$ cat src/rtl/dual_bank_mem_pkg.sv
// Shared definitions for the banked dual-port memory: default geometry,
// bank-select width and the request/port-id types used by the top level.
package dual_mem_pkg;

  localparam int DATA_W_DEF    = 8;
  localparam int ADDR_W_DEF    = 6;
  localparam int NUM_BANKS_DEF = 4;
  localparam int CNT_W_DEF     = 16;
  localparam int BANK_W        = $clog2(NUM_BANKS_DEF);

  typedef enum logic {
    PORT_A = 1'b0,
    PORT_B = 1'b1
  } port_id_e;

  typedef struct packed {
    logic                  valid;
    logic                  we;
    logic [ADDR_W_DEF-1:0] addr;
    logic [DATA_W_DEF-1:0] wdata;
  } port_req_t;

endpackage

$ cat src/rtl/dual_bank_mem_if.sv
// One memory port: request handshake plus the 1-cycle read response.
interface dual_bank_mem_if
  import dual_mem_pkg::*;
#(
  parameter int DATA_W = DATA_W_DEF,
  parameter int ADDR_W = ADDR_W_DEF
);
  logic              valid;
  logic              we;
  logic [ADDR_W-1:0] addr;
  logic [DATA_W-1:0] wdata;
  logic              ready;
  logic              rvalid;
  logic [DATA_W-1:0] rdata;

  modport master (output valid, we, addr, wdata, input ready, rvalid, rdata);
  modport slave  (input valid, we, addr, wdata, output ready, rvalid, rdata);
endinterface

$ cat src/rtl/dual_bank_sp.sv
// Single-port synchronous RAM bank; read data registered, valid one cycle
// after the enabled read. Contents are never reset.
module dual_bank_sp #(
  parameter int DATA_W = 8,
  parameter int ROW_W  = 4
) (
  input  logic              clk,
  input  logic              en_i,
  input  logic              we_i,
  input  logic [ROW_W-1:0]  row_i,
  input  logic [DATA_W-1:0] wdata_i,
  output logic [DATA_W-1:0] rdata_o
);
  logic [DATA_W-1:0] mem_q [2**ROW_W];
  logic [DATA_W-1:0] rdata_q;

  always_ff @(posedge clk) begin
    if (en_i) begin
      if (we_i) mem_q[row_i] <= wdata_i;
      else      rdata_q      <= mem_q[row_i];
    end
  end

  assign rdata_o = rdata_q;
endmodule

$ cat src/rtl/dual_bank_mem.sv
// Banked dual-port memory: round-robin arbitration of same-bank A/B requests,
// per-bank steering, response routing and a saturating conflict counter.
module dual_bank_mem
  import dual_mem_pkg::*;
#(
  parameter int DATA_W    = DATA_W_DEF,
  parameter int ADDR_W    = ADDR_W_DEF,
  parameter int NUM_BANKS = NUM_BANKS_DEF,
  parameter int CNT_W     = CNT_W_DEF
) (
  input  logic             clk,
  input  logic             rst,
  dual_bank_mem_if.slave   a_port,
  dual_bank_mem_if.slave   b_port,
  output logic [CNT_W-1:0] conflict_cnt
);
  localparam int BSEL_W = $clog2(NUM_BANKS);
  localparam int ROW_W  = (ADDR_W > BSEL_W) ? (ADDR_W - BSEL_W) : 1;

  logic [BSEL_W-1:0] a_bank, b_bank;
  logic [ROW_W-1:0]  a_row, b_row;
  logic              conflict, a_ready, b_ready;

  port_id_e          prio_q, prio_d;
  logic [CNT_W-1:0]  cnt_q, cnt_d;

  logic [NUM_BANKS-1:0] a_hit, b_hit, bank_en, bank_we;
  logic [NUM_BANKS-1:0] rd_vld_d, rd_vld_q;
  port_id_e             rd_port_d [NUM_BANKS];
  port_id_e             rd_port_q [NUM_BANKS];
  logic [ROW_W-1:0]     bank_row   [NUM_BANKS];
  logic [DATA_W-1:0]    bank_wdata [NUM_BANKS];
  logic [DATA_W-1:0]    bank_rdata [NUM_BANKS];

  logic              a_rvalid, b_rvalid;
  logic [DATA_W-1:0] a_rdata, b_rdata;
  logic [DATA_W-1:0] a_hold_q, b_hold_q;

  assign a_bank = a_port.addr[BSEL_W-1:0];
  assign b_bank = b_port.addr[BSEL_W-1:0];
  assign a_row  = ROW_W'(a_port.addr >> BSEL_W);
  assign b_row  = ROW_W'(b_port.addr >> BSEL_W);

  // Arbitration: the prio port wins a same-bank clash, loser gets prio next.
  assign conflict = a_port.valid && b_port.valid && (a_bank == b_bank);
  assign a_ready  = a_port.valid && (!conflict || (prio_q == PORT_A));
  assign b_ready  = b_port.valid && (!conflict || (prio_q == PORT_B));
  assign prio_d   = conflict ? ((prio_q == PORT_A) ? PORT_B : PORT_A) : prio_q;
  assign cnt_d    = (conflict && (cnt_q != {CNT_W{1'b1}})) ? cnt_q + 1'b1 : cnt_q;

  assign a_port.ready = a_ready;
  assign b_port.ready = b_ready;
  assign conflict_cnt = cnt_q;

  // Accesses during reset are suppressed so a write on a reset edge is dropped.
  always_comb begin
    for (int k = 0; k < NUM_BANKS; k++) begin
      a_hit[k]      = a_ready && (a_bank == BSEL_W'(k));
      b_hit[k]      = b_ready && (b_bank == BSEL_W'(k));
      bank_en[k]    = (a_hit[k] || b_hit[k]) && !rst;
      bank_we[k]    = b_hit[k] ? b_port.we    : a_port.we;
      bank_row[k]   = b_hit[k] ? b_row        : a_row;
      bank_wdata[k] = b_hit[k] ? b_port.wdata : a_port.wdata;
      rd_port_d[k]  = b_hit[k] ? PORT_B       : PORT_A;
      rd_vld_d[k]   = bank_en[k] && !bank_we[k];
    end
  end

  for (genvar k = 0; k < NUM_BANKS; k++) begin : g_bank
    dual_bank_sp #(
      .DATA_W (DATA_W),
      .ROW_W  (ROW_W)
    ) u_bank (
      .clk     (clk),
      .en_i    (bank_en[k]),
      .we_i    (bank_we[k]),
      .row_i   (bank_row[k]),
      .wdata_i (bank_wdata[k]),
      .rdata_o (bank_rdata[k])
    );
  end

  // Response routing: a bank with a read in flight returns it to its owner.
  always_comb begin
    a_rvalid = 1'b0;
    b_rvalid = 1'b0;
    a_rdata  = a_hold_q;
    b_rdata  = b_hold_q;
    for (int k = 0; k < NUM_BANKS; k++) begin
      if (rd_vld_q[k] && (rd_port_q[k] == PORT_A)) begin
        a_rvalid = 1'b1;
        a_rdata  = bank_rdata[k];
      end
      if (rd_vld_q[k] && (rd_port_q[k] == PORT_B)) begin
        b_rvalid = 1'b1;
        b_rdata  = bank_rdata[k];
      end
    end
  end

  assign a_port.rvalid = a_rvalid;
  assign a_port.rdata  = a_rdata;
  assign b_port.rvalid = b_rvalid;
  assign b_port.rdata  = b_rdata;

  always_ff @(posedge clk or posedge rst) begin
    if (rst) begin
      prio_q   <= PORT_A;
      cnt_q    <= '0;
      rd_vld_q <= '0;
      a_hold_q <= '0;
      b_hold_q <= '0;
      for (int k = 0; k < NUM_BANKS; k++) rd_port_q[k] <= PORT_A;
    end else begin
      prio_q   <= prio_d;
      cnt_q    <= cnt_d;
      rd_vld_q <= rd_vld_d;
      a_hold_q <= a_rdata;
      b_hold_q <= b_rdata;
      for (int k = 0; k < NUM_BANKS; k++) rd_port_q[k] <= rd_port_d[k];
    end
  end
endmodule

$ cat src/flat_wrapper.sv
// flat-port wrapper written by rule: the top's interface ports become plain ports
module dual_bank_mem_flat import dual_mem_pkg::*;
#(
  parameter int DATA_W    = DATA_W_DEF,
  parameter int ADDR_W    = ADDR_W_DEF,
  parameter int NUM_BANKS = NUM_BANKS_DEF,
  parameter int CNT_W     = CNT_W_DEF
)
  (clk, rst, conflict_cnt, a_port_valid, a_port_we, a_port_addr, a_port_wdata, a_port_ready, a_port_rvalid, a_port_rdata, b_port_valid, b_port_we, b_port_addr, b_port_wdata, b_port_ready, b_port_rvalid, b_port_rdata);
  dual_bank_mem_if #(.DATA_W(DATA_W), .ADDR_W(ADDR_W)) a_port_i ();
  dual_bank_mem_if #(.DATA_W(DATA_W), .ADDR_W(ADDR_W)) b_port_i ();
  input  logic clk;
  input  logic rst;
  output logic [CNT_W-1:0] conflict_cnt;
  input wire logic [$bits(a_port_i.valid)-1:0] a_port_valid;
  input wire logic [$bits(a_port_i.we)-1:0] a_port_we;
  input wire logic [$bits(a_port_i.addr)-1:0] a_port_addr;
  input wire logic [$bits(a_port_i.wdata)-1:0] a_port_wdata;
  output wire logic [$bits(a_port_i.ready)-1:0] a_port_ready;
  output wire logic [$bits(a_port_i.rvalid)-1:0] a_port_rvalid;
  output wire logic [$bits(a_port_i.rdata)-1:0] a_port_rdata;
  input wire logic [$bits(b_port_i.valid)-1:0] b_port_valid;
  input wire logic [$bits(b_port_i.we)-1:0] b_port_we;
  input wire logic [$bits(b_port_i.addr)-1:0] b_port_addr;
  input wire logic [$bits(b_port_i.wdata)-1:0] b_port_wdata;
  output wire logic [$bits(b_port_i.ready)-1:0] b_port_ready;
  output wire logic [$bits(b_port_i.rvalid)-1:0] b_port_rvalid;
  output wire logic [$bits(b_port_i.rdata)-1:0] b_port_rdata;
  assign a_port_i.valid = a_port_valid;
  assign a_port_i.we = a_port_we;
  assign a_port_i.addr = a_port_addr;
  assign a_port_i.wdata = a_port_wdata;
  assign a_port_ready = a_port_i.ready;
  assign a_port_rvalid = a_port_i.rvalid;
  assign a_port_rdata = a_port_i.rdata;
  assign b_port_i.valid = b_port_valid;
  assign b_port_i.we = b_port_we;
  assign b_port_i.addr = b_port_addr;
  assign b_port_i.wdata = b_port_wdata;
  assign b_port_ready = b_port_i.ready;
  assign b_port_rvalid = b_port_i.rvalid;
  assign b_port_rdata = b_port_i.rdata;
  dual_bank_mem #(.DATA_W(DATA_W), .ADDR_W(ADDR_W), .NUM_BANKS(NUM_BANKS), .CNT_W(CNT_W)) u_core (.clk(clk), .rst(rst), .a_port(a_port_i), .b_port(b_port_i), .conflict_cnt(conflict_cnt));
endmodule
$ cat config.mk
export PLATFORM = sky130hd
export DESIGN_NAME = dual_bank_mem_flat
export DESIGN_NICKNAME = d
export VERILOG_FILES = /design/src/rtl/dual_bank_mem_pkg.sv /design/src/rtl/dual_bank_mem_if.sv /design/src/rtl/dual_bank_sp.sv /design/src/rtl/dual_bank_mem.sv /design/src/flat_wrapper.sv
export SDC_FILE = /design/constraint.sdc
export NUM_CORES = 1
export LEC_CHECK = 0
export ABC_AREA = 1
export BUFFER_PORTS_ARGS = -buffer_cell sky130_fd_sc_hd__buf_2
export CORE_ASPECT_RATIO = 1.2
export CORE_UTILIZATION = 50
export CTS_CLUSTER_DIAMETER = 50
export DETAILED_ROUTE_END_ITERATION = 7
export PLACE_DENSITY = 0.66
export SLEW_MARGIN = 20
export SYNTH_ARGS = -nofsm -noshare
export SYNTH_HDL_FRONTEND = slang
export SYNTH_HIERARCHICAL = 1
export SYNTH_SLANG_ARGS = --single-unit
$ cat constraint.sdc
create_clock -name clk -period 2.7 [get_ports clk]
set_input_delay 0.135 -clock clk [delete_from_list [all_inputs] [get_ports clk]]
set_output_delay 0.135 -clock clk [all_outputs]
set_load 0.03 [all_outputs]
==> flow_summary.yaml <==
global_route:
  grt_max_degree: 67
  grt_pass1_wl_mm: 101
  sum_of_overflow_across_all_layers_after_global_routing: 0
  antenna_found_initial: 7
  groute.usage.overall_pct: 25.0
  first_global_vias: 18200
pwr:
  totalPowerFinal_mw: 20.5
  netsw_mw: 5.15
  p_seq_share_pct: 50.0
  irDropWorstVdd_mv: 0.468
  power.share.combinational_pct: 12.1
  swShare_pct: 25.1
  clockPowerShare_pct: 37.9
  p_int_mw: 15.4
  power.density_nw_per_um2: 690
  leakage_power_nw: 13.0
worst_setup_path:
  crit-reg2reg-launch: "u_core/prio_q"
  r2r.worst_path.cells: 9
  timing.critical_path.required_ns: 2.57
  critPathLaunchType: "register"
  path_max_fanout: 10
  crit_type: "register to output pin"
  cp.arrival_ns: 2.51
  worst_setup_path_startpoint: "u_core/rd_port_q[1]"
  crit_path_end_kind: "output pin"
layout:
  finalNetCount: 2906
  nFillCells: 4374
  layout.cells.non_filler: 3618
  area_growth_pct: 14.3
  layout_cell_share_with_drive_strength_beyond_1_pct: 11.6
  finalInstanceArea_um2: 29700
sta:
  finalSetupViolCount: 0
  slew_headroom_pct: 51.2
  hold_viol_final: 0
  slew_violations: 0
  final.setup.tns_ns: 0
  rsz_0062_raised_after_global_routing: "false"
  period_share_pct: 97.8
  finalWorstPathRequiredPeriod_ns: 2.64
  achievable-frequency_ghz: 0.379
  clock_skew_ns: 0.00969
  tightest_slew_ns: 0.729
  holdWs_ns: 0.0285
floorplan:
  core.rowCount: 91
  die_height_um: 252
  floorplan.die_area_um2: 52900
  dieWidth_um: 210
  start_util_pct: 50.6
  coreArea_um2: 51400
  num_io_pins: 70
synthesis:
  asyncSetResetFlopFracSynth_pct: 7.01
  synthesis.nets: 2732
  synth_top_cell_area_share_pct: 62.9
  post_synth_main_area_contributors: "edfxtp_1, nand2_1, dfrtp_1"
  synth.cells.most_frequent: "nand2_1, edfxtp_1, inv_1"
  post_synth_instance_area_um2: 26000
  syn_warnings: 6
  yosys.cell_count.top_type: "nand2_1"
  synth.avg_cell_area_um2: 9.64
  synth_largest_area_cell: "edfxtp_1"
  synth_enable_flop_cells: 544
  flip_flop_cell_with_the_highest_count_after_synthesis: "edfxtp_1"
  syn_inst: 2697
  ys_ff_latch: 585
  yosysUniqueCellTypes: 32
  seq_total_area_yosys_pct: 66.8
job:
  cap_viol_max_count: 0
clock_tree:
  clock_latency_reported_for_the_late_side_of_the_worst_skew_pair_ns: 0.61
  cts-root-buf: "clkbuf_16"
  cts.path.max_buffers: 3
  numClockSinks: 585
  tritoncts: "built"
  cts-htree-levels: 2
  cts_buffers: 57
  post_cts_buffers: 0
  worst_setup_hold_path_clk_slew_ns: 0.06
routing:
  routed_wirelength_mm: 64.3
  via_count: 18300
  ant_nets: 0
  via_cell_ratio: 5.06
  post_drt_wl_per_cell_um: 17.8
  first_iter_violations: 1538
  drtPass1Iterations: 6
  detail_route.drc_violations: 0
run_status:
  run_status: "completed"
placed_design:
  place_congestion: 0.910
  place_hpwl_mm: 43.3
  postPlaceCellArea_um2: 27800
  io_buffer_count: 69
  place.detailed.instances: 3504
min_path:
  timing.hold.worst.class: "input port to async pin"
[per-layer routing]
layer  vias to the layer above  GRT usage (%)  routed length [µm]
met4                         2           9.53                2010
met1                      8654           32.7               26700
met5                         -              0                  13
met2                       542           41.9               31600
met3                       104           3.88                4020
li1                       9011              -                   -
[sequential cells by signal, indices dropped and copies added (netlist names)]
register	cells
u_core/g_bank.u_bank/mem_q	512
u_core/g_bank.u_bank/rdata_o	32
u_core/conflict_cnt	16
u_core/a_hold_q	8
u_core/b_hold_q	8
u_core/rd_port_q	4
u_core/rd_vld_q	4
u_core/prio_q	1
[worst max-delay path: stages, from the launching register on]
cell and delay, ns:
dfrtp_1 0.38, or2_2 0.39, inv_1 0.27, nand2_1 0.11, a31oi_2 0.46, buf_2 0.29
[final timing paths]
path                                                       end  slack (ns)
setup / recovery                               a_port_rdata[5]        0.06
hold / removal                              u_core/rd_vld_q[1]        0.03
setup reg to reg           u_core/g_bank[2].u_bank/mem_q[0][7]        0.19
hold reg to reg                                  u_core/prio_q        0.50
max in group asynchronous                   u_core/b_hold_q[0]        2.08
min in group clk                            u_core/rd_vld_q[2]        0.08
[per-stage QoR]
| stage | setup WS (ns) | util, % |
|---|---|---|
| after floorplan | 0.341 | - |
| after detailed placement | 0.152 | 54.1 |
| final | 0.0599 | 57.9 |
| after CTS | 0.0331 | 57.8 |
| after global routing | 0.0220 | 57.8 |
| after global placement | 0.187 | 54.1 |
[final cells by class]
class	instances	area, µm²	area share [%]
well taps	697	872	2.94
repair buffers	218	1580	5.31
flip-flops and latches	585	17400	58.4
clock buffers	79	1570	5.29
multi-input cells	1854	7480	25.2
clock inverters	25	250	0.842
inverters	155	584	1.97
diodes	5	12.5	0.0421
[cells by family after synthesis]
| group | count (synthesis) | synth area share, % |
|---|---|---|
| xor gates and xnor gates | 13 | 0.438 |
| and+or+nand+nor | 1728 | 25.6 |
| DFF | 585 | 66.8 |
| AOI/OAI and AO/OA | 112 | 2.35 |
| adders and majority gates | 1 | 0.0481 |
| buffers and inverters | 258 | 4.72 |
[power groups by stage]
stage	logic (mW)	clock network (mW)	registers, mW
2_1_floorplan	1.49	0	10.5
3_3_place_gp	2.43	0	10.4
3_5_place_dp	2.47	0	10.4
4_1_cts	2.49	7.94	10.3
5_1_grt	2.73	8.25	10.3
6_report	2.47	7.77	10.3
[layout by cell type (no fill, tap or decap), types with 8 or more instances in the layout]
cell / instances
nand2_1: 1548
edfxtp_1: 544
buf_4: 136
inv_1: 135
nor2_1: 124
buf_2: 69
clkbuf_16: 59
o21ai_1: 44
dfrtp_1: 41
o21ai_0: 36
nand3_1: 28
inv_2: 19
clkbuf_1: 18
clkinv_2: 13
a31oi_1: 12
xnor2_1: 9
buf_12: 8
[repair_timing]
action | in CTS | in global routing
setup endpoints to repair | 2 | 5
gates resized for setup | 2 | 2
hold endpoints to repair | 45 | 0
hold buffers | 5 | 0
gates cloned | 0 | 0
No activity file was read; power rests on OpenSTA's default activity.
